<file path="config.mk">
export PLATFORM = sky130hd
export DESIGN_NAME = turn_signal_command_flat
export DESIGN_NICKNAME = d
export VERILOG_FILES = /design/src/rtl/turn_signal_command_if.sv /design/src/rtl/turn_signal_command.sv /design/src/flat_wrapper.sv
export SDC_FILE = /design/constraint.sdc
export NUM_CORES = 1
export LEC_CHECK = 0
export ABC_AREA = 1
export CORE_MARGIN = 3
export CORE_UTILIZATION = 30
export CTS_CLUSTER_SIZE = 16
export DETAILED_ROUTE_END_ITERATION = 6
export GPL_TIMING_DRIVEN = 0
export SLEW_MARGIN = 20
export SYNTH_ARGS = -nofsm -noshare
export SYNTH_HDL_FRONTEND = slang
export SYNTH_SLANG_ARGS = --single-unit
</file>
<file path="constraint.sdc">
create_clock -name clk -period 4.3 [get_ports clk]
set_input_delay 0.43 -clock clk [delete_from_list [all_inputs] [get_ports clk]]
set_output_delay 0.43 -clock clk [all_outputs]
set_load 0.01 [all_outputs]
</file>
<file path="src/rtl/turn_signal_command_if.sv">
// Button-to-command bundle between the board pins and the turn-signal front end.
// The master side owns the raw buttons; the slave side (the front end) drives the
// level commands consumed by the blink logic.
interface turn_signal_command_if;
    logic btn_left;
    logic btn_right;
    logic btn_hazard;
    logic sw_left;
    logic sw_right;
    logic sw_hazard;

    modport master (
        output btn_left,
        output btn_right,
        output btn_hazard,
        input  sw_left,
        input  sw_right,
        input  sw_hazard
    );

    modport slave (
        input  btn_left,
        input  btn_right,
        input  btn_hazard,
        output sw_left,
        output sw_right,
        output sw_hazard
    );
endinterface

</file>
<file path="src/rtl/turn_signal_command.sv">
// Turn-signal driver-input front end: synchronizes and debounces the left, right
// and hazard buttons, then turns press/release events into level commands with
// toggle/cancel, lane-change comfort auto-off and long-press latching.
module turn_signal_command #(
    parameter int DEBOUNCE_CYC   = 1_000_000,
    parameter int LONG_PRESS_CYC = 25_000_000,
    parameter int BLINK_CYC      = 50_000_000,
    parameter int LANE_BLINKS    = 3
) (
    input  logic clk,
    input  logic rst,
    turn_signal_command_if.slave bus
);
    localparam int DB_W  = $clog2(DEBOUNCE_CYC) + 1;
    localparam int CNT_W = $clog2(LANE_BLINKS * BLINK_CYC) + 1;
    localparam logic [DB_W-1:0]  DB_LAST   = DB_W'(DEBOUNCE_CYC - 1);
    localparam logic [CNT_W-1:0] LONG_LIM  = CNT_W'(LONG_PRESS_CYC);
    localparam logic [CNT_W-1:0] LANE_LAST = CNT_W'(LANE_BLINKS * BLINK_CYC - 1);

    typedef enum logic [1:0] {IDLE, PRESSED, COMFORT, LATCHED} state_t;
    typedef enum logic {DIR_L, DIR_R} dir_t;

    // Bit 0 = left, bit 1 = right, bit 2 = hazard throughout.
    logic [2:0] btn_raw;
    logic [2:0] deb_lvl;
    logic [2:0] deb_prev;
    logic [2:0] press;
    logic [1:0] rel_lr;

    assign btn_raw = {bus.btn_hazard, bus.btn_right, bus.btn_left};

    genvar gi;
    generate
        for (gi = 0; gi < 3; gi++) begin : g_btn
            logic            sync1_reg;
            logic            sync2_reg;
            logic            deb_reg;
            logic            deb_d_reg;
            logic [DB_W-1:0] cnt_reg;

            // Two-flop synchronizer, then accept a new level only after it has been stable long enough
            always_ff @(posedge clk) begin
                if (!rst) begin
                    sync1_reg <= 1'b0;
                    sync2_reg <= 1'b0;
                    deb_reg   <= 1'b0;
                    deb_d_reg <= 1'b0;
                    cnt_reg   <= '0;
                end else begin
                    sync1_reg <= btn_raw[gi];
                    sync2_reg <= sync1_reg;
                    deb_d_reg <= deb_reg;
                    if (sync2_reg == deb_reg) begin
                        cnt_reg <= '0;
                    end else if (cnt_reg == DB_LAST) begin
                        deb_reg <= sync2_reg;
                        cnt_reg <= '0;
                    end else begin
                        cnt_reg <= cnt_reg + 1'b1;
                    end
                end
            end

            assign deb_lvl[gi]  = deb_reg;
            assign deb_prev[gi] = deb_d_reg;
        end
    endgenerate

    // Events are one-cycle pulses on the debounced edges.
    assign press  = deb_lvl & ~deb_prev;
    assign rel_lr = ~deb_lvl[1:0] & deb_prev[1:0];

    state_t           state_reg, state_next;
    dir_t             dir_reg, dir_next;
    logic [CNT_W-1:0] cnt_reg, cnt_next;
    logic             haz_reg, haz_next;
    logic             sw_left_reg, sw_right_reg;
    dir_t             press_dir;
    logic             held_rel;

    assign press_dir = press[1] ? DIR_R : DIR_L;
    assign held_rel  = (dir_reg == DIR_R) ? rel_lr[1] : rel_lr[0];

    // Direction FSM next state; press events take priority over timeouts
    always_comb begin
        state_next = state_reg;
        dir_next   = dir_reg;
        cnt_next   = (cnt_reg == '1) ? cnt_reg : cnt_reg + 1'b1;
        haz_next   = haz_reg ^ press[2];
        if (state_reg == IDLE) begin
            cnt_next = '0;
            if (press[0] ^ press[1]) begin
                state_next = PRESSED;
                dir_next   = press_dir;
            end
        end else if (press[0] && press[1]) begin
            // Ambiguous simultaneous presses are ignored; only the timer keeps running.
            state_next = state_reg;
        end else if (press[0] || press[1]) begin
            cnt_next = '0;
            if (press_dir == dir_reg) begin
                state_next = IDLE;
            end else begin
                state_next = PRESSED;
                dir_next   = press_dir;
            end
        end else if (state_reg == PRESSED) begin
            if (held_rel && (cnt_reg < LONG_LIM)) begin
                state_next = COMFORT;
            end else if (cnt_reg >= LONG_LIM) begin
                state_next = LATCHED;
            end
        end else if (state_reg == COMFORT) begin
            if (cnt_reg >= LANE_LAST) begin
                state_next = IDLE;
                cnt_next   = '0;
            end
        end
    end

    // State, timer and registered commands derived from the next state
    always_ff @(posedge clk) begin
        if (!rst) begin
            state_reg    <= IDLE;
            dir_reg      <= DIR_L;
            cnt_reg      <= '0;
            haz_reg      <= 1'b0;
            sw_left_reg  <= 1'b0;
            sw_right_reg <= 1'b0;
        end else begin
            state_reg    <= state_next;
            dir_reg      <= dir_next;
            cnt_reg      <= cnt_next;
            haz_reg      <= haz_next;
            sw_left_reg  <= (state_next != IDLE) && (dir_next == DIR_L);
            sw_right_reg <= (state_next != IDLE) && (dir_next == DIR_R);
        end
    end

    assign bus.sw_left   = sw_left_reg;
    assign bus.sw_right  = sw_right_reg;
    assign bus.sw_hazard = haz_reg;
endmodule

</file>
<file path="src/flat_wrapper.sv">
// flat-port wrapper written by rule: the top's interface ports become plain ports
module turn_signal_command_flat 
#(
    parameter int DEBOUNCE_CYC   = 1_000_000,
    parameter int LONG_PRESS_CYC = 25_000_000,
    parameter int BLINK_CYC      = 50_000_000,
    parameter int LANE_BLINKS    = 3
)
  (clk, rst, bus_btn_left, bus_btn_right, bus_btn_hazard, bus_sw_left, bus_sw_right, bus_sw_hazard);
  turn_signal_command_if bus_i ();
  input  logic clk;
  input  logic rst;
  input wire logic [$bits(bus_i.btn_left)-1:0] bus_btn_left;
  input wire logic [$bits(bus_i.btn_right)-1:0] bus_btn_right;
  input wire logic [$bits(bus_i.btn_hazard)-1:0] bus_btn_hazard;
  output wire logic [$bits(bus_i.sw_left)-1:0] bus_sw_left;
  output wire logic [$bits(bus_i.sw_right)-1:0] bus_sw_right;
  output wire logic [$bits(bus_i.sw_hazard)-1:0] bus_sw_hazard;
  assign bus_i.btn_left = bus_btn_left;
  assign bus_i.btn_right = bus_btn_right;
  assign bus_i.btn_hazard = bus_btn_hazard;
  assign bus_sw_left = bus_i.sw_left;
  assign bus_sw_right = bus_i.sw_right;
  assign bus_sw_hazard = bus_i.sw_hazard;
  turn_signal_command #(.DEBOUNCE_CYC(DEBOUNCE_CYC), .LONG_PRESS_CYC(LONG_PRESS_CYC), .BLINK_CYC(BLINK_CYC), .LANE_BLINKS(LANE_BLINKS)) u_core (.clk(clk), .rst(rst), .bus(bus_i));
endmodule
</file>
==> Word-level counts from Yosys, hierarchy flattened <==
Cells that the tools add are included.
{ "word_totals": {"register_bits": 110, "in_bits": 5, "output_inout_bits": 3, "word_cells": 86} }
{ "op_classes": {"add_sub_neg": 4, "magnitude_cmp": 3, "eq_ne": 10, "mux": 23, "bitwise": 11, "n_reduce_logical": 14} }
{ "op_table": {"columns": ["op", "count"], "rows": [
  ["two-way mux 29 bit", 6],
  ["adder 21 x 1 -> 21 bit (second input constant)", 3],
  ["== test 21 x 20 -> 1 bit (second input constant)", 3],
  ["adder 29 x 1 -> 29 bit (second input constant)", 1],
  ["== test 29 bit (second input constant)", 1],
  [">= comparator 29 x 25 -> 1 bit (second input constant)", 1],
  [">= comparator 29 x 28 -> 1 bit (second input constant)", 1],
  ["< comparator 29 x 25 -> 1 bit (second input constant)", 1],
  ["two-way mux 2 bit", 9],
  ["OR reduction 3 bit", 3],
  ["two-way mux 1 bit", 8],
  ["AND reduction 2 bit", 3],
  ["NOT 1 bit", 5],
  ["== test 1 bit", 4],
  ["logical AND 1 bit", 4],
  ["AND 3 bit", 1],
  ["NOT 3 bit", 1],
  ["AND 2 bit", 1],
  ["== test 2 x 1 -> 1 bit (second input constant)", 1],
  ["== test 2 bit (second input constant)", 1],
  ["zero test 2 bit", 1],
  ["NOT 2 bit", 1],
  ["nonzero test 2 bit", 1],
  ["OR reduction 2 bit", 1],
  ["other kinds (2)", 3]
]} }

==> Depth between registers and ports, before layout <==
{ "logic_depth": {"word_depth": 11, "mapped_depth": 13, "ltp_nobuf": 13} }

==> Worst setup path after synthesis <==
Ideal clock, no wire load.
{ "synth_timing": {"path_type": "register -> register", "from": "register u_core.cnt_reg[0]", "to": "register u_core.cnt_reg[17]", "setup_ns": 0.116, "arrival_time_ns": 1.597, "required_time_ns": 4.184, "slack_ns": 2.588, "stages_incl_launch_ff": 12, "n_path_buf": 1, "synth_period_minus_slack_ns": 1.712, "path_cell_list": "dfxtp_1 -> ha_1 -> inv_2 -> nor2_2 -> nand2_1 -> nor2_1 -> nand2_1 -> nand3_2 -> nand4_4 -> nand3_4 -> buf_8 -> nor2_1"} }
{ "synth_via": {"elab_chain_cells": 7, "elab_cells_between_ends": 9, "cone_classes": "1 x add/sub; 1 x order compare; 1 x eq/ne; 6 x mux"} }
{ "synth_rtl": {"columns": ["element", "line", "text"], "rows": [
  ["from (decl)", "turn_signal_command.sv:75", "logic [CNT_W-1:0] cnt_reg, cnt_next;"],
  ["from (signal assigned)", "turn_signal_command.sv:133", "cnt_reg <= cnt_next;"],
  ["adder 29 x 1 -> 29 bit / == test 29 bit (equally long branches)", "turn_signal_command.sv:88", "cnt_next = (cnt_reg == '1) ? cnt_reg : cnt_reg + 1'b1;"],
  ["two-way mux 29 bit", "turn_signal_command.sv:88", null],
  ["two-way mux 29 bit", "turn_signal_command.sv:114", "if (cnt_reg >= LANE_LAST) begin"],
  ["two-way mux 29 bit", "turn_signal_command.sv:113", "end else if (state_reg == COMFORT) begin"],
  ["two-way mux 29 bit", "turn_signal_command.sv:107", "end else if (state_reg == PRESSED) begin"],
  ["two-way mux 29 bit", "turn_signal_command.sv:99", "end else if (press[0] || press[1]) begin"],
  ["two-way mux 29 bit *", "turn_signal_command.sv:96", "end else if (press[0] && press[1]) begin"]
]} }
Every way passes the cells marked *; elsewhere a longest branch is shown, timed or not.
A chain may end at the register's enable or synchronous reset.

==> Final worst setup path <==
Ends and elaborated chain as after synthesis.

==> qor.yml <==
outcome: "finished, final reports clean"
p_total_mw: 1.93
ys_async_sr_fraction_pct: 0
synth_seq_cells: 110
drt-total-wl_um: 12300
max_freq_mhz: 466
yosysSeqAreaShare_pct: 38.1
critical_path_class: "reg -> reg"
hold_class: "reg -> reg"
initial_core_util_pct: 30.7
nets: 849
die_area_sq_mm: 0.0210
syn_nets: 831
arrival_ns: 2.39
slew_viol_final: 0
finalHoldViolations: 0
required_ns: 4.54
grt_pass1_wl_um: 21400
clkLatencyLatePin_ns: 0.36
clockBufferDepth: 2
numClockSinks: 110
first_pass_iters: 6
path_clk_slew_ns: 0.07
synth_top_flop_cell: "dfxtp_1"
routabilityCongestion: 0.944
diodes: 0
syn_inst: 819
synthTopCellsByArea: "dfxtp_1, nand2_1, nor2_1"
timing.final.crit_period_ns: 2.14
cts_tree: "done"
cts_setup_buffers: 0
yosys_warnings: 0
drt_iter0_drc: 221
r2r_cells: 11
worstSetupEndpointType: "register"
dp.cells: 1086
yosys.area.top_type: "dfxtp_1"
fin_cells: 1102
setup_viol: 0
yosysTopAreaCellShare_pct: 38.1
syn_to_final_growth_pct: 11.7
cts_max_level: 3
ir_drop_v: 0.000161
p_leak_nw: 2.31
power.density_mw_per_mm2: 299
drt-wirelength-per-cell_um: 11.2
dp_slack_ns: 2.09
drive_gt1_share_pct: 8.91
fin_ws_ns: 2.16
synth-edff-count: 0
dpl.hpwl_um: 9360
synth.avg_cell_area_sq_um: 7.06
setup_tns_ns: 0
final_common_cell: "nand2_1"
numPortBuffers: 7
vias_per_cell: 4.58
wl_met1_um: 6410
dieWidth_um: 145
hold_path_depth: 2
final_util_pct: 34.3
cp_max_fo: 10
grt_use_total_pct: 12.4
wl_met2_um: 5190
synthesis.area_sq_mm: 0.00579
max_cap_viol_count: 0
grt_max_degree: 19
fin_skew_ns: 0.00956
yosysUniqueCellTypes: 45
start_kind: "register"
slew_headroom_pct: 66.7
die_h_um: 145
globalRouteOverflowTotal: 0
rsz0062_at_grt: "false"
cts_buffers: 9
cts_resized: 0
antenna_found_initial: 0
hold_buffers: 0
grt_pass1_vias: 4639
io_pins: 8
min_period_over_period_pct: 49.9
layout_common_cells: "nand2_1, nor2_1, dfxtp_1"
ant_nets: 0
tightest_slew_ns: 0.495
drc: 0
num_vias: 5051
rows: 50
route.met3.wl_um: 472
cts-root-buf: "clkbuf_16"
highest_layer: "met4"
core_area_sq_mm: 0.0188
largest_reg_flops: 63
## through the flow
| stage | area (sq um) | hold WS [ns] |
|---|---|---|
| after floorplan | 5790 | 0.390 |
| after global placement | 6180 | 0.399 |
| after detailed placement | 6180 | 0.398 |
| after CTS | 6460 | 0.415 |
| after global routing | 6460 | 0.425 |
| final | 6460 | 0.414 |
## Yosys cell counts, types with 4 or more instances
cell,count
a21oi_2,10
buf_2,5
nand4_1,25
nand3_2,4
a21oi_1,33
nor2_1,140
a211oi_1,4
dfxtp_1,110
nor2_2,6
o21ai_0,8
nand2_1,161
inv_1,106
ha_1,7
nor4_1,12
nor2_4,4
or2_2,12
nand3_1,44
xnor2_1,9
xor2_1,30
nor3b_1,15
nor3_1,34
nand2_2,4
## cell type report
class | count | area (sq um)
plain buffers | 10 | 73.8
clock buffers | 11 | 243
clock inverters | 5 | 41.3
fillers | 2009 | 12400
inverters | 110 | 418
multi-input cells | 589 | 3090
flip-flops and latches | 110 | 2200
well taps | 260 | 325
repair buffers | 7 | 70.1
## critical path, cell delays in order, from the launching register on
cell and delay (ns):
dfxtp_1 0.39, ha_1 0.35, inv_2 0.08, nor2_2 0.21
nand2_1 0.08, nor2_1 0.19, nand2_1 0.09, nand3_2 0.12
nand4_4 0.10, nand3_4 0.17, buf_8 0.19, nor2_1 0.06
## logic make-up (layout without fill, tap and decap cells)
| group | Yosys count | count (layout) | synth area share, % |
|---|---|---|---|
| adders and majority gates | 7 | 7 | 1.51 |
| xor gates and xnor gates | 39 | 39 | 5.90 |
| AOI/OAI and AO/OA | 66 | 66 | 6.90 |
| DFF | 110 | 110 | 38.1 |
| and+or+nand+nor | 477 | 477 | 39.1 |
| buffers and inverters | 120 | 143 | 8.50 |
## report_power, final
group | total, mW | switching (mW) | internal, mW
logic | 0.0899 | 0.0562 | 0.0336
registers | 1.04 | 0.00854 | 1.03
clock network | 0.804 | 0.389 | 0.416
## worst paths after layout
kind	startpoint	to	slack, ns
setup reg to reg	u_core.cnt_reg[0]	u_core.cnt_reg[17]	2.16
setup / recovery	u_core.cnt_reg[0]	u_core.cnt_reg[17]	2.16
hold reg to reg	u_core.g_btn[0].sync1_reg	u_core.g_btn[0].sync2_reg	0.41
hold / removal	u_core.g_btn[0].sync1_reg	u_core.g_btn[0].sync2_reg	0.41
## per-layer routing
layer,GRT usage [%],vias to the layer above
li1,-,2669
met1,18.0,2273
met2,18.7,91
met3,2.27,18
met4,4.03,0
met5,0,-
No activity file was read; power rests on OpenSTA's default activity.
